**config.mk**
```make
export PLATFORM = sky130hd
export DESIGN_NAME = regfile_wr_arbiter_flat
export DESIGN_NICKNAME = d
export VERILOG_FILES = /design/src/rtl/regfile_wr_arbiter_if.sv /design/src/rtl/regfile_wr_arbiter.sv /design/src/flat_wrapper.sv
export SDC_FILE = /design/constraint.sdc
export NUM_CORES = 1
export LEC_CHECK = 0
export ABC_AREA = 1
export ABC_CLOCK_PERIOD_IN_PS = 3950
export CAP_MARGIN = 20
export CELL_PAD_IN_SITES_DETAIL_PLACEMENT = 0
export CELL_PAD_IN_SITES_GLOBAL_PLACEMENT = 1
export CORE_MARGIN = 2
export CORE_UTILIZATION = 29
export DETAILED_ROUTE_END_ITERATION = 10
export PLACE_DENSITY = 0.86
export SYNTH_ARGS = -nofsm -noshare
export SYNTH_HDL_FRONTEND = slang
export SYNTH_SLANG_ARGS = --single-unit
```
**constraint.sdc**
```tcl
create_clock -name clk_Regs -period 3.95 [get_ports clk_Regs]
set_input_delay 1.185 -clock clk_Regs [delete_from_list [all_inputs] [get_ports clk_Regs]]
set_output_delay 1.185 -clock clk_Regs [all_outputs]
set_load 0.02 [all_outputs]
```
**src/rtl/regfile_wr_arbiter_if.sv**
```systemverilog
// Write-port bundle between the requesters/clear control and the register file.
interface regfile_wr_arbiter_if #(
    parameter int unsigned ADDR_W = 5,
    parameter int unsigned DATA_W = 32
);
    logic              req0_valid;
    logic              req0_ready;
    logic [ADDR_W-1:0] req0_addr;
    logic [DATA_W-1:0] req0_data;
    logic              req1_valid;
    logic              req1_ready;
    logic [ADDR_W-1:0] req1_addr;
    logic [DATA_W-1:0] req1_data;
    logic              clr_start;
    logic              clr_busy;
    logic              clr_done;
    logic              Reg_Write;
    logic [ADDR_W-1:0] W_Addr;
    logic [DATA_W-1:0] W_Data;

    // Requester / clear-control side.
    modport master (
        output req0_valid, req0_addr, req0_data,
        output req1_valid, req1_addr, req1_data,
        output clr_start,
        input  req0_ready, req1_ready, clr_busy, clr_done,
        input  Reg_Write, W_Addr, W_Data
    );

    // Arbiter side.
    modport slave (
        input  req0_valid, req0_addr, req0_data,
        input  req1_valid, req1_addr, req1_data,
        input  clr_start,
        output req0_ready, req1_ready, clr_busy, clr_done,
        output Reg_Write, W_Addr, W_Data
    );
endinterface

```
**src/rtl/regfile_wr_arbiter.sv**
```systemverilog
// Round-robin write-port arbiter for the general register file, with a
// sequenced clear that zeroes registers 1..NREG-1 through the same port.
module regfile_wr_arbiter #(
    parameter int unsigned ADDR_W = 5,
    parameter int unsigned DATA_W = 32,
    parameter int unsigned NREG   = 32
) (
    input logic                  clk_Regs,
    input logic                  rst,
    regfile_wr_arbiter_if.slave  bus
);

    localparam logic [ADDR_W-1:0] LAST_ADDR  = ADDR_W'(NREG - 1);
    localparam logic [ADDR_W-1:0] FIRST_ADDR = ADDR_W'(1);

    typedef enum logic {
        SERVE = 1'b0,
        CLEAR = 1'b1
    } state_t;

    state_t            state;
    logic              rr;
    logic [ADDR_W-1:0] clr_cnt;
    logic              grant0;
    logic              grant1;

    // Ready decode: clear request wins, single requester wins, ties go to rr.
    always_comb begin
        bus.req0_ready = 1'b0;
        bus.req1_ready = 1'b0;
        if (state == SERVE && !bus.clr_start) begin
            if (bus.req0_valid && !bus.req1_valid) begin
                bus.req0_ready = 1'b1;
            end else if (bus.req1_valid && !bus.req0_valid) begin
                bus.req1_ready = 1'b1;
            end else if (bus.req0_valid && bus.req1_valid) begin
                bus.req0_ready = !rr;
                bus.req1_ready = rr;
            end
        end
    end

    assign grant0       = bus.req0_valid && bus.req0_ready;
    assign grant1       = bus.req1_valid && bus.req1_ready;
    assign bus.clr_busy = (state == CLEAR);

    // State, round-robin pointer, clear counter and registered write port.
    always_ff @(posedge clk_Regs) begin
        if (rst) begin
            state         <= SERVE;
            rr            <= 1'b0;
            clr_cnt       <= FIRST_ADDR;
            bus.Reg_Write <= 1'b0;
            bus.W_Addr    <= '0;
            bus.W_Data    <= '0;
            bus.clr_done  <= 1'b0;
        end else begin
            bus.Reg_Write <= 1'b0;
            bus.clr_done  <= 1'b0;
            case (state)
                SERVE: begin
                    if (bus.clr_start) begin
                        state   <= CLEAR;
                        clr_cnt <= FIRST_ADDR;
                    end else if (grant0) begin
                        bus.W_Addr    <= bus.req0_addr;
                        bus.W_Data    <= bus.req0_data;
                        bus.Reg_Write <= (bus.req0_addr != '0);
                        rr            <= 1'b1;
                    end else if (grant1) begin
                        bus.W_Addr    <= bus.req1_addr;
                        bus.W_Data    <= bus.req1_data;
                        bus.Reg_Write <= (bus.req1_addr != '0);
                        rr            <= 1'b0;
                    end
                end
                CLEAR: begin
                    bus.Reg_Write <= 1'b1;
                    bus.W_Addr    <= clr_cnt;
                    bus.W_Data    <= '0;
                    if (clr_cnt == LAST_ADDR) begin
                        bus.clr_done <= 1'b1;
                        state        <= SERVE;
                        clr_cnt      <= FIRST_ADDR;
                    end else begin
                        clr_cnt <= clr_cnt + ADDR_W'(1);
                    end
                end
                default: state <= SERVE;
            endcase
        end
    end

endmodule

```
**src/flat_wrapper.sv**
```systemverilog
// flat-port wrapper written by rule: the top's interface ports become plain ports
module regfile_wr_arbiter_flat 
#(
    parameter int unsigned ADDR_W = 5,
    parameter int unsigned DATA_W = 32,
    parameter int unsigned NREG   = 32
)
  (clk_Regs, rst, bus_req0_valid, bus_req0_addr, bus_req0_data, bus_req1_valid, bus_req1_addr, bus_req1_data, bus_clr_start, bus_req0_ready, bus_req1_ready, bus_clr_busy, bus_clr_done, bus_Reg_Write, bus_W_Addr, bus_W_Data);
  regfile_wr_arbiter_if #(.ADDR_W(ADDR_W), .DATA_W(DATA_W)) bus_i ();
  input logic clk_Regs;
  input logic rst;
  input wire logic [$bits(bus_i.req0_valid)-1:0] bus_req0_valid;
  input wire logic [$bits(bus_i.req0_addr)-1:0] bus_req0_addr;
  input wire logic [$bits(bus_i.req0_data)-1:0] bus_req0_data;
  input wire logic [$bits(bus_i.req1_valid)-1:0] bus_req1_valid;
  input wire logic [$bits(bus_i.req1_addr)-1:0] bus_req1_addr;
  input wire logic [$bits(bus_i.req1_data)-1:0] bus_req1_data;
  input wire logic [$bits(bus_i.clr_start)-1:0] bus_clr_start;
  output wire logic [$bits(bus_i.req0_ready)-1:0] bus_req0_ready;
  output wire logic [$bits(bus_i.req1_ready)-1:0] bus_req1_ready;
  output wire logic [$bits(bus_i.clr_busy)-1:0] bus_clr_busy;
  output wire logic [$bits(bus_i.clr_done)-1:0] bus_clr_done;
  output wire logic [$bits(bus_i.Reg_Write)-1:0] bus_Reg_Write;
  output wire logic [$bits(bus_i.W_Addr)-1:0] bus_W_Addr;
  output wire logic [$bits(bus_i.W_Data)-1:0] bus_W_Data;
  assign bus_i.req0_valid = bus_req0_valid;
  assign bus_i.req0_addr = bus_req0_addr;
  assign bus_i.req0_data = bus_req0_data;
  assign bus_i.req1_valid = bus_req1_valid;
  assign bus_i.req1_addr = bus_req1_addr;
  assign bus_i.req1_data = bus_req1_data;
  assign bus_i.clr_start = bus_clr_start;
  assign bus_req0_ready = bus_i.req0_ready;
  assign bus_req1_ready = bus_i.req1_ready;
  assign bus_clr_busy = bus_i.clr_busy;
  assign bus_clr_done = bus_i.clr_done;
  assign bus_Reg_Write = bus_i.Reg_Write;
  assign bus_W_Addr = bus_i.W_Addr;
  assign bus_W_Data = bus_i.W_Data;
  regfile_wr_arbiter #(.ADDR_W(ADDR_W), .DATA_W(DATA_W), .NREG(NREG)) u_core (.clk_Regs(clk_Regs), .rst(rst), .bus(bus_i));
endmodule
```
Word-level counts from Yosys, hierarchy flattened
Cells that the tools add are included.
Operators by class
  add/sub/neg operators: 1
  reduce and logical (&&, ||, !) cells: 16
  equality and inequality tests: 4
  multiplexer cells: 29
  bitwise logic cells: 2
Operators by type and width (number)
  32-bit 2-to-1 mux: 3
  32-bit case mux with 2 select lines: 1
  5-bit 2-to-1 mux: 5
  5-bit case mux with 2 select lines: 2
  1-bit 2-to-1 mux: 16
  5-bit nonzero test: 2
  1-bit logical AND: 6
  5-bit by 1-bit adder with 5-bit output, second input constant: 1
  5-bit equality test, second input constant: 1
  1-bit logical NOT: 4
  2-bit inequality test, second input constant: 2
  1-bit case mux with 2 select lines: 2
  3-bit by 1-bit inequality test with 1-bit output, second input constant: 1
  3-bit AND reduction: 1
  1-bit NOT: 2
  2-bit AND reduction: 1
  2-bit nonzero test: 1
  2-bit OR reduction: 1
Storage, ports and cells
  logic and storage cells: 59
  register bits after elaboration: 46
  output and inout port bits: 42

Longest topological paths before layout
Gate-level depths: netlist of the first run.
  word-level depth: 10
  mapped depth: 9

Least setup slack after synthesis of the first run
No wires, ideal clock.
  path kind: in2out
  start point: input port bus_req0_valid
  end point: output port bus_req0_ready
  stages on the path: 4
  data required time: 2.765 ns
  data arrival time: 1.698 ns
  path slack: 1.067 ns
  buffers on the path: 0
  cell sequence: inv_1 > a21oi_4 > nand2_4 > inv_2
On the way
  longest elaborated chain between the ends: 5
  elaborated cells between the ends (all ways): 8
RTL lines
  start, declared: RTL line flat_wrapper.sv:12  | input wire logic [$bits(bus_i.req0_valid)-1:0] bus_req0_valid;
  1-bit logical AND or 1-bit logical NOT (tied branches): RTL line regfile_wr_arbiter.sv:36, regfile_wr_arbiter.sv:34
  1-bit 2-to-1 mux or 1-bit logical AND (tied branches): RTL line regfile_wr_arbiter.sv:36, regfile_wr_arbiter.sv:34
  1-bit 2-to-1 mux: RTL line regfile_wr_arbiter.sv:34  | end else if (bus.req1_valid && !bus.req0_valid) begin
  1-bit 2-to-1 mux (*): RTL line regfile_wr_arbiter.sv:32  | if (bus.req0_valid && !bus.req1_valid) begin
  1-bit 2-to-1 mux (*): RTL line regfile_wr_arbiter.sv:31  | if (state == SERVE && !bus.clr_start) begin
  end, declared: RTL line flat_wrapper.sv:19  | output wire logic [$bits(bus_i.req0_ready)-1:0] bus_req0_ready;
Every way passes the cells marked *; elsewhere a longest branch is shown, timed or not.

Worst setup path in the final report of the first run
Ends and elaborated chain as after synthesis.

==> out/metrics.json, run 1 <==
{
  "outcome": "finished, final reports clean",
  "setup.worst_path.class": "input port to output pin",
  "sequential_cell_area_sq_um": 921,
  "synth_edf_count": 0,
  "number_of_cells_produced_by_synthesis": 361,
  "drt-met1-wl_um": 3210,
  "worst_hold_path.num_cells": 2,
  "grt_pass1_wl_um": 11200,
  "first_global_vias": 2402,
  "crit_chain": "clkdlybuf4s50_1 > inv_1 > a21oi_4 > nand2_4 > inv_2 > clkdlybuf4s50_1",
  "io_buffers": 120,
  "cts_tree": "built",
  "post_dp_cell_area_sq_mm": 0.00375,
  "start_util": 0.301,
  "min-delay-start": "u_core.bus.W_Data[10]",
  "ys_top_cells_by_area": "sky130_fd_sc_hd__dfxtp_1 37%, sky130_fd_sc_hd__nand2_1 14%, sky130_fd_sc_hd__nand3b_1 10%, sky130_fd_sc_hd__nand3_1 8.5%, sky130_fd_sc_hd__a21oi_1 7.7%",
  "cts-resized-gates": 0,
  "detailed_placement_hpwl_um": 5220,
  "clk_path_buf_depth": 2,
  "globalplace.congestion": 0.774,
  "die_area_sq_mm": 0.00927,
  "drt-pass1-iter-count": 4,
  "netlist-cell-type-count": 24,
  "maxCapViolations": 0,
  "unrepaired_setup_endpoints_after_global_routing": "false",
  "fin_tns_setup_ns": 0,
  "fin_crit_sh": 0.967,
  "clock_sinks": 46,
  "cts-buffers-inserted": 5,
  "ys_async_sr_fraction": 0,
  "worst-path-max-fanout": 5,
  "postSynthAreaPerCell_sq_um": 6.84,
  "yosys.area.top_type": "sky130_fd_sc_hd__dfxtp_1",
  "drt-vias-per-instance": 4.58,
  "fin_skew_ns": 0.00672,
  "core_region_area_sq_mm": 0.00822,
  "timing.hold.worst_endpoint": "u_core.bus.W_Data[10]",
  "drive_above_1_share": 0.0423,
  "grt_start_max_net_pins": 45,
  "post_route_cell_area_sq_mm": 0.00382,
  "worst-slew-pin-transition_ns": 0.783,
  "critical-path-max-stage-delay_ns": 0.61,
  "most_frequent_cell_after_synthesis": "sky130_fd_sc_hd__nand2_1",
  "rows": 33,
  "io-pin-count": 121,
  "top_layer": "met4",
  "r2r_setup_slack_ns": 1.67,
  "nets": 554,
  "dr_wl_met2_um": 3460,
  "wl_per_cell_um": 12.6,
  "vias": 2648,
  "ant_nets": 0,
  "startpoint": "bus_req0_valid",
  "r2r-end": "u_core.bus.W_Data[2]",
  "drt_iter0_markers": 43,
  "antennaDiodeCount": 0,
  "die_height_um": 96.3,
  "postSynth.topFlopCell": "sky130_fd_sc_hd__dfxtp_1",
  "insertion_delay_ns": 0.29,
  "die_width_um": 96.3,
  "min-delay-path-class": "flip-flop to flip-flop",
  "synth-seq-cells": 46,
  "timing.final.max_slew_violations": 0,
  "hold_viol_final": 0,
  "synth_top_area_share": 0.373,
  "postCtsHoldBufs": 0,
  "powerDensity_mw_per_mm2": 284,
  "syn-num-nets": 442,
  "slowest_stage": "sky130_fd_sc_hd__clkdlybuf4s50_1",
  "fmax_mhz": 262,
  "drc": 0,
  "worstReg2RegStart": "u_core.bus.clr_busy",
  "clock_period_minus_final_worst_setup_slack_ns": 3.82,
  "setup_viol_count_final": 0,
  "ctsHtreeMaxLevel": 2,
  "netlist_top_cells_count": "95 x sky130_fd_sc_hd__nand2_1, 50 x sky130_fd_sc_hd__inv_1, 46 x sky130_fd_sc_hd__dfxtp_1",
  "met3WireLength_um": 529,
  "max_slew_margin": 0.476,
  "global_route.usage.total": 0.153,
  "vdd_ir_drop_max_uv": 133,
  "synthesis.yosys.warnings": 0,
  "post_cts_buffers": 0,
  "power_leakage_nw": 1.61,
  "worstPathArrival_ns": 2.63,
  "start_kind": "input port",
  "clkTransAtPathRegs_ns": 0.07,
  "multiInputGateArea_sq_mm": 0.00124,
  "crit_required_ns": 2.76,
  "seq_area_frac_synth": 0.373,
  "worst_r2r_path_depth": 7,
  "crit_path_frequent_cell": "sky130_fd_sc_hd__clkdlybuf4s50_1",
  "timing.critical_path.to_type": "output pin",
  "wl_um": 7270,
  "synth.cell_area_sq_mm": 0.00247,
  "cts.root.buffer_cell": "sky130_fd_sc_hd__clkbuf_8",
  "area_growth_syn_to_layout_pct": 54.8,
  "grt_overflow_total": 0,
  "n_fill_cell": 848,
  "antenna_found_initial": 0
}
[sequential cells by signal (all words and copies together), names as in the netlist]
name                  flops
u_core.bus.Reg_Write      1
u_core.bus.clr_busy       1
u_core.bus.W_Addr         5
u_core.bus.clr_done       1
u_core.bus.W_Data        32
u_core.rr                 1
u_core.clr_cnt            5
[stage by stage]
step	utilization	power, mW	hold WS (ns)	setup slack [ns]	cells
3_5_place_dp	0.456	0.834	0.453	0.133	571
2_1_floorplan	-	0.676	0.457	1.07	361
6_report	0.465	1.09	0.462	0.131	578
4_1_cts	0.465	1.10	0.466	0.120	578
3_3_place_gp	0.456	0.833	0.447	0.121	571
5_1_grt	0.465	1.15	0.481	0.0463	578
[logic make-up after synthesis]
kind of cell	share of synthesized area
adders and majority gates	0.0101
and+or+nand+nor	0.393
DFF	0.373
buffers and inverters	0.125
xor gates and xnor gates	0.00355
AOI/OAI and AO/OA	0.0963
[power breakdown]
| group | switching (mW) | leakage, nW | internal, mW |
|---|---|---|---|
| Clock | 0.143 | 0.0383 | 0.122 |
| Combinational | 0.154 | 1.19 | 0.158 |
| Sequential | 0.0178 | 0.376 | 0.491 |
| Total | 0.315 | 1.61 | 0.772 |
[critical path, delay by kind of cell]
kind                   cells  cell delay (ns)
buffers and inverters      4             1.24
AOI/OAI and AO/OA          1             0.14
and+or+nand+nor            1             0.07
[layout make-up]
type                            instances  share of cell area
Clock buffer                            7              0.0200
Sequential cell                        46               0.241
Multi-Input combinational cell        240               0.325
Timing Repair Buffer                  127               0.328
Inverter                               53              0.0520
Tap cell                              105              0.0344
[worst max-delay path by stage]
stage                                end  depth (start not counted)
after detailed placement  bus_req0_ready                          6
after CTS                 bus_req0_ready                          6
after global routing      bus_req0_ready                          6
final                     bus_req0_ready                          6
after floorplan           bus_req0_ready                          4
after global placement    bus_req0_ready                          6
[metal layers]
metal  up-vias  GRT usage
li1       1372          -
met1      1181      0.194
met2        89      0.263
met3         6     0.0360
met4         0     0.0357
met5         -          0
[cell usage in the layout (no fill, tap or decap)]
cell and instances:
sky130_fd_sc_hd__a21oi_1 38, sky130_fd_sc_hd__nand3_2 1, sky130_fd_sc_hd__o211ai_1 1, sky130_fd_sc_hd__nand4_1 6, sky130_fd_sc_hd__nand3_4 1, sky130_fd_sc_hd__nand3b_1 33, sky130_fd_sc_hd__clkbuf_1 2, sky130_fd_sc_hd__clkdlybuf4s50_1 120
sky130_fd_sc_hd__dfxtp_1 46, sky130_fd_sc_hd__buf_4 7, sky130_fd_sc_hd__nand2_4 2, sky130_fd_sc_hd__a21oi_4 1, sky130_fd_sc_hd__inv_1 50, sky130_fd_sc_hd__a221oi_1 1, sky130_fd_sc_hd__inv_2 2, sky130_fd_sc_hd__nor2_8 1
sky130_fd_sc_hd__o21ai_0 3, sky130_fd_sc_hd__nor3_1 2, sky130_fd_sc_hd__clkinv_1 1, sky130_fd_sc_hd__ha_1 2, sky130_fd_sc_hd__nand2_1 95, sky130_fd_sc_hd__clkbuf_8 5, sky130_fd_sc_hd__nor2_1 10, sky130_fd_sc_hd__xor2_1 1
sky130_fd_sc_hd__nand3_1 42
Note: power is estimated with default switching activity, not from simulation.
==> inputs of run 2 (changes only) <==
RECOVER_POWER = 50   (was unset)
==> run 2 against run 1 <==
Total power fell by 0.90%; count of clock-buffer cells in the layout did not move; clock skew barely moved; non-clock buffer count did not move.
==> out/metrics.json, run 2 (same netlist as run 1, synthesis figures left out) <==
{
  "outcome": "finished, final reports clean",
  "top_layer": "met4",
  "clkTransAtPathRegs": {"value": 0.08, "unit": "ns", "change": "about the same"},
  "critical_path.n_buffers_inverters": {"value": 4, "change": "unchanged"},
  "unrepaired_setup_endpoints_after_global_routing": "false",
  "antennaDiodeCount": {"value": 0, "change": "unchanged"},
  "ant_nets": {"value": 0, "change": "unchanged"},
  "largest_register_ffs": {"value": 32, "change": "unchanged"},
  "wl_per_cell": {"value": 12.5, "unit": "um", "change": "-0.26%"},
  "sequential_cell_area": {"value": 921, "unit": "sq um", "change": "unchanged"},
  "drc": {"value": 0, "change": "unchanged"},
  "dr_wl_met2": {"value": 3450, "unit": "um", "change": "-0.32%"},
  "insertion_delay": {"value": 0.29, "unit": "ns", "change": "about the same"},
  "power_leakage": {"value": 1.72, "unit": "nW", "change": "+7.0%"},
  "start_util": {"value": 0.301, "change": "unchanged"},
  "setup.worst_path.class": "input port to output pin",
  "fin_skew": {"value": 0.00683, "unit": "ns", "change": "+0.000111 ns"},
  "die_width": {"value": 96.3, "unit": "um", "change": "unchanged"},
  "crit_path_frequent_cell": "sky130_fd_sc_hd__clkdlybuf4s50_1",
  "crit_required": {"value": 2.76, "unit": "ns", "change": "about the same"},
  "area_growth_syn_to_layout_pct": 54.5,
  "worstSetupPathDepth": {"value": 6, "change": "unchanged"},
  "cts-buffers-inserted": {"value": 5, "change": "unchanged"},
  "slowest_stage": "sky130_fd_sc_hd__clkdlybuf4s50_1",
  "worst_r2r_path_depth": {"value": 7, "change": "unchanged"},
  "min-delay-path-class": "flip-flop to flip-flop",
  "global_route.usage.total": {"value": 0.153, "change": "unchanged"},
  "cts_tree": "built",
  "worst-slew-pin-transition": {"value": 0.971, "unit": "ns", "change": "+0.188 ns"},
  "setup_viol_count_final": {"value": 0, "change": "unchanged"},
  "worst-path-max-fanout": {"value": 5, "change": "unchanged"},
  "top_regs": "u_core.bus.W_Data: 32 flops, u_core.bus.W_Addr: 5 flops, u_core.clr_cnt: 5 flops",
  "io_buffers": {"value": 120, "change": "unchanged"},
  "die_height": {"value": 96.3, "unit": "um", "change": "unchanged"},
  "most-common-layout-cells": "95 x sky130_fd_sc_hd__nand2_1, 80 x sky130_fd_sc_hd__clkdlybuf4s50_1, 50 x sky130_fd_sc_hd__inv_1",
  "wl": {"value": 7250, "unit": "um", "change": "-0.26%"},
  "grt_pass1_wl": {"value": 11200, "unit": "um", "change": "unchanged"},
  "post_route_utilization": {"value": 0.464, "change": "-0.000762"},
  "grt_overflow_total": {"value": 0, "change": "unchanged"},
  "clock_period_minus_final_worst_setup_slack": {"value": 3.82, "unit": "ns", "change": "-0.00126 ns"},
  "r2r_setup_slack": {"value": 1.31, "unit": "ns", "change": "-0.36 ns"},
  "post_cts_buffers": {"value": 0, "change": "unchanged"},
  "antenna_found_initial": {"value": 0, "change": "unchanged"},
  "met3WireLength": {"value": 507, "unit": "um", "change": "-4.2%"},
  "worstReg2RegStart": "u_core.bus.clr_busy",
  "vdd_ir_drop_max": {"value": 132, "unit": "uV", "change": "-0.87%"},
  "drt-pass1-iter-count": {"value": 4, "change": "unchanged"},
  "timing.final.max_slew_violations": {"value": 0, "change": "unchanged"},
  "worst_path_dominant_cell_family": "buffers and inverters",
  "vias": {"value": 2635, "change": "-0.49%"},
  "grt_start_max_net_pins": {"value": 45, "change": "unchanged"},
  "rows": {"value": 33, "change": "unchanged"},
  "drt-met1-wl": {"value": 3230, "unit": "um", "change": "+0.47%"},
  "fin_cells": {"value": 578, "change": "unchanged"},
  "fmax": {"value": 262, "unit": "MHz", "change": "about the same"},
  "multiInputGateArea": {"value": 0.00124, "unit": "sq mm", "change": "unchanged"},
  "final_common_cell": "sky130_fd_sc_hd__nand2_1",
  "critical-path-max-stage-delay": {"value": 0.61, "unit": "ns", "change": "about the same"},
  "powerDensity": {"value": 282, "unit": "mW/mm^2", "change": "-0.74%"},
  "cts.root.buffer_cell": "sky130_fd_sc_hd__clkbuf_8",
  "worst_hold_path.num_cells": {"value": 2, "change": "unchanged"},
  "drive_above_1_share": {"value": 0.0402, "change": "-0.00211"},
  "place.detailed.instances": {"value": 571, "change": "unchanged"},
  "startpoint": "bus_req0_valid",
  "hold_viol_final": {"value": 0, "change": "unchanged"},
  "maxCapViolations": {"value": 0, "change": "unchanged"},
  "crit_chain": "clkdlybuf4s50_1 > inv_1 > a21oi_4 > nand2_4 > inv_2 > clkdlybuf4s50_1",
  "start_kind": "input port",
  "ctsHtreeMaxLevel": {"value": 2, "change": "unchanged"},
  "postCtsHoldBufs": {"value": 0, "change": "unchanged"},
  "cts-resized-gates": {"value": 0, "change": "unchanged"},
  "die_area": {"value": 0.00927, "unit": "sq mm", "change": "unchanged"},
  "fin_tns_setup": {"value": 0, "unit": "ns", "change": "unchanged"},
  "n_fill_cell": {"value": 850, "change": "+0.24%"},
  "drt_iter0_markers": {"value": 48, "change": "+12%"},
  "clock_sinks": {"value": 46, "change": "unchanged"},
  "worst_setup_path_endpoint": "bus_req0_ready",
  "worstPathArrival": {"value": 2.63, "unit": "ns", "change": "about the same"},
  "clk_path_buf_depth": {"value": 2, "change": "unchanged"},
  "fin_crit_sh": {"value": 0.967, "change": "about the same"},
  "core_region_area": {"value": 0.00822, "unit": "sq mm", "change": "unchanged"},
  "detailed_placement_hpwl": {"value": 5220, "unit": "um", "change": "unchanged"},
  "r2r-end": "u_core.bus.W_Data[2]",
  "globalplace.congestion": {"value": 0.774, "change": "unchanged"},
  "timing.critical_path.to_type": "output pin",
  "first_global_vias": {"value": 2402, "change": "unchanged"},
  "nets": {"value": 554, "change": "unchanged"},
  "drt-vias-per-instance": {"value": 4.56, "change": "-0.49%"},
  "io-pin-count": {"value": 121, "change": "unchanged"},
  "max_slew_margin": {"value": 0.353, "change": "-0.124"},
  "registers.top_by_ff_count": "u_core.bus.W_Data"
}
run 2: changes by cell type in the layout (fill, tap and decap cells not counted):
cell and change:
sky130_fd_sc_hd__buf_4 -2, sky130_fd_sc_hd__clkbuf_1 +1, sky130_fd_sc_hd__clkbuf_2 +1, sky130_fd_sc_hd__clkdlybuf4s50_1 -40, sky130_fd_sc_hd__dlygate4sd3_1 +40
run 2: through the flow:
stage	power (mW)	hold WS (ns)	instance area [sq um]	setup WS (ns)
after floorplan	0.676	0.457	2470	1.07
after global placement	0.833	0.447	3750	0.121
after detailed placement	0.834	0.453	3750	0.133
after CTS	1.10	0.466	3820	0.120
after global routing	1.14	0.478	3820	0.0466
final	1.08	0.459	3820	0.132
run 2: final cells by class:
cell class / count / share of cell area
tap: 105 / 0.0344
multi-input combinational: 240 / 0.325
timing repair buffer: 127 / 0.327
sequential: 46 / 0.241
inverter: 53 / 0.0521
clock buffer: 7 / 0.0200
run 2: routing by layer:
metal	global-route usage	vias to the layer above
met3	0.0360	6
met2	0.263	82
li1	-	1372
met4	0.0357	0
met1	0.194	1175
met5	0	-
run 2: worst min-delay path by stage:
stage                                from                    end  slack (ns)
floorplan               u_core.clr_cnt[4]      u_core.clr_cnt[4]        0.46
global placement    u_core.bus.W_Data[11]  u_core.bus.W_Data[11]        0.45
detailed placement   u_core.bus.W_Data[6]   u_core.bus.W_Data[6]        0.45
CTS                 u_core.bus.W_Data[12]  u_core.bus.W_Data[12]        0.47
global route        u_core.bus.W_Data[13]  u_core.bus.W_Data[13]        0.48
finish              u_core.bus.W_Data[20]  u_core.bus.W_Data[20]        0.46
run 2: where the power goes:
part           internal (mW)  leakage [nW]  switching, mW
clock network          0.122        0.0383          0.143
registers              0.491         0.376         0.0169
logic                  0.149          1.31          0.154
run 2: worst register-to-register path, stage by stage, from the launching register on:
cell and delay (ns):
sky130_fd_sc_hd__dfxtp_1 0.65, sky130_fd_sc_hd__nor2_8 0.10, sky130_fd_sc_hd__nand2_4 0.10, sky130_fd_sc_hd__clkbuf_2 0.72
sky130_fd_sc_hd__nand3_2 0.23, sky130_fd_sc_hd__inv_2 0.50, sky130_fd_sc_hd__nand2_1 0.12, sky130_fd_sc_hd__a21oi_1 0.14
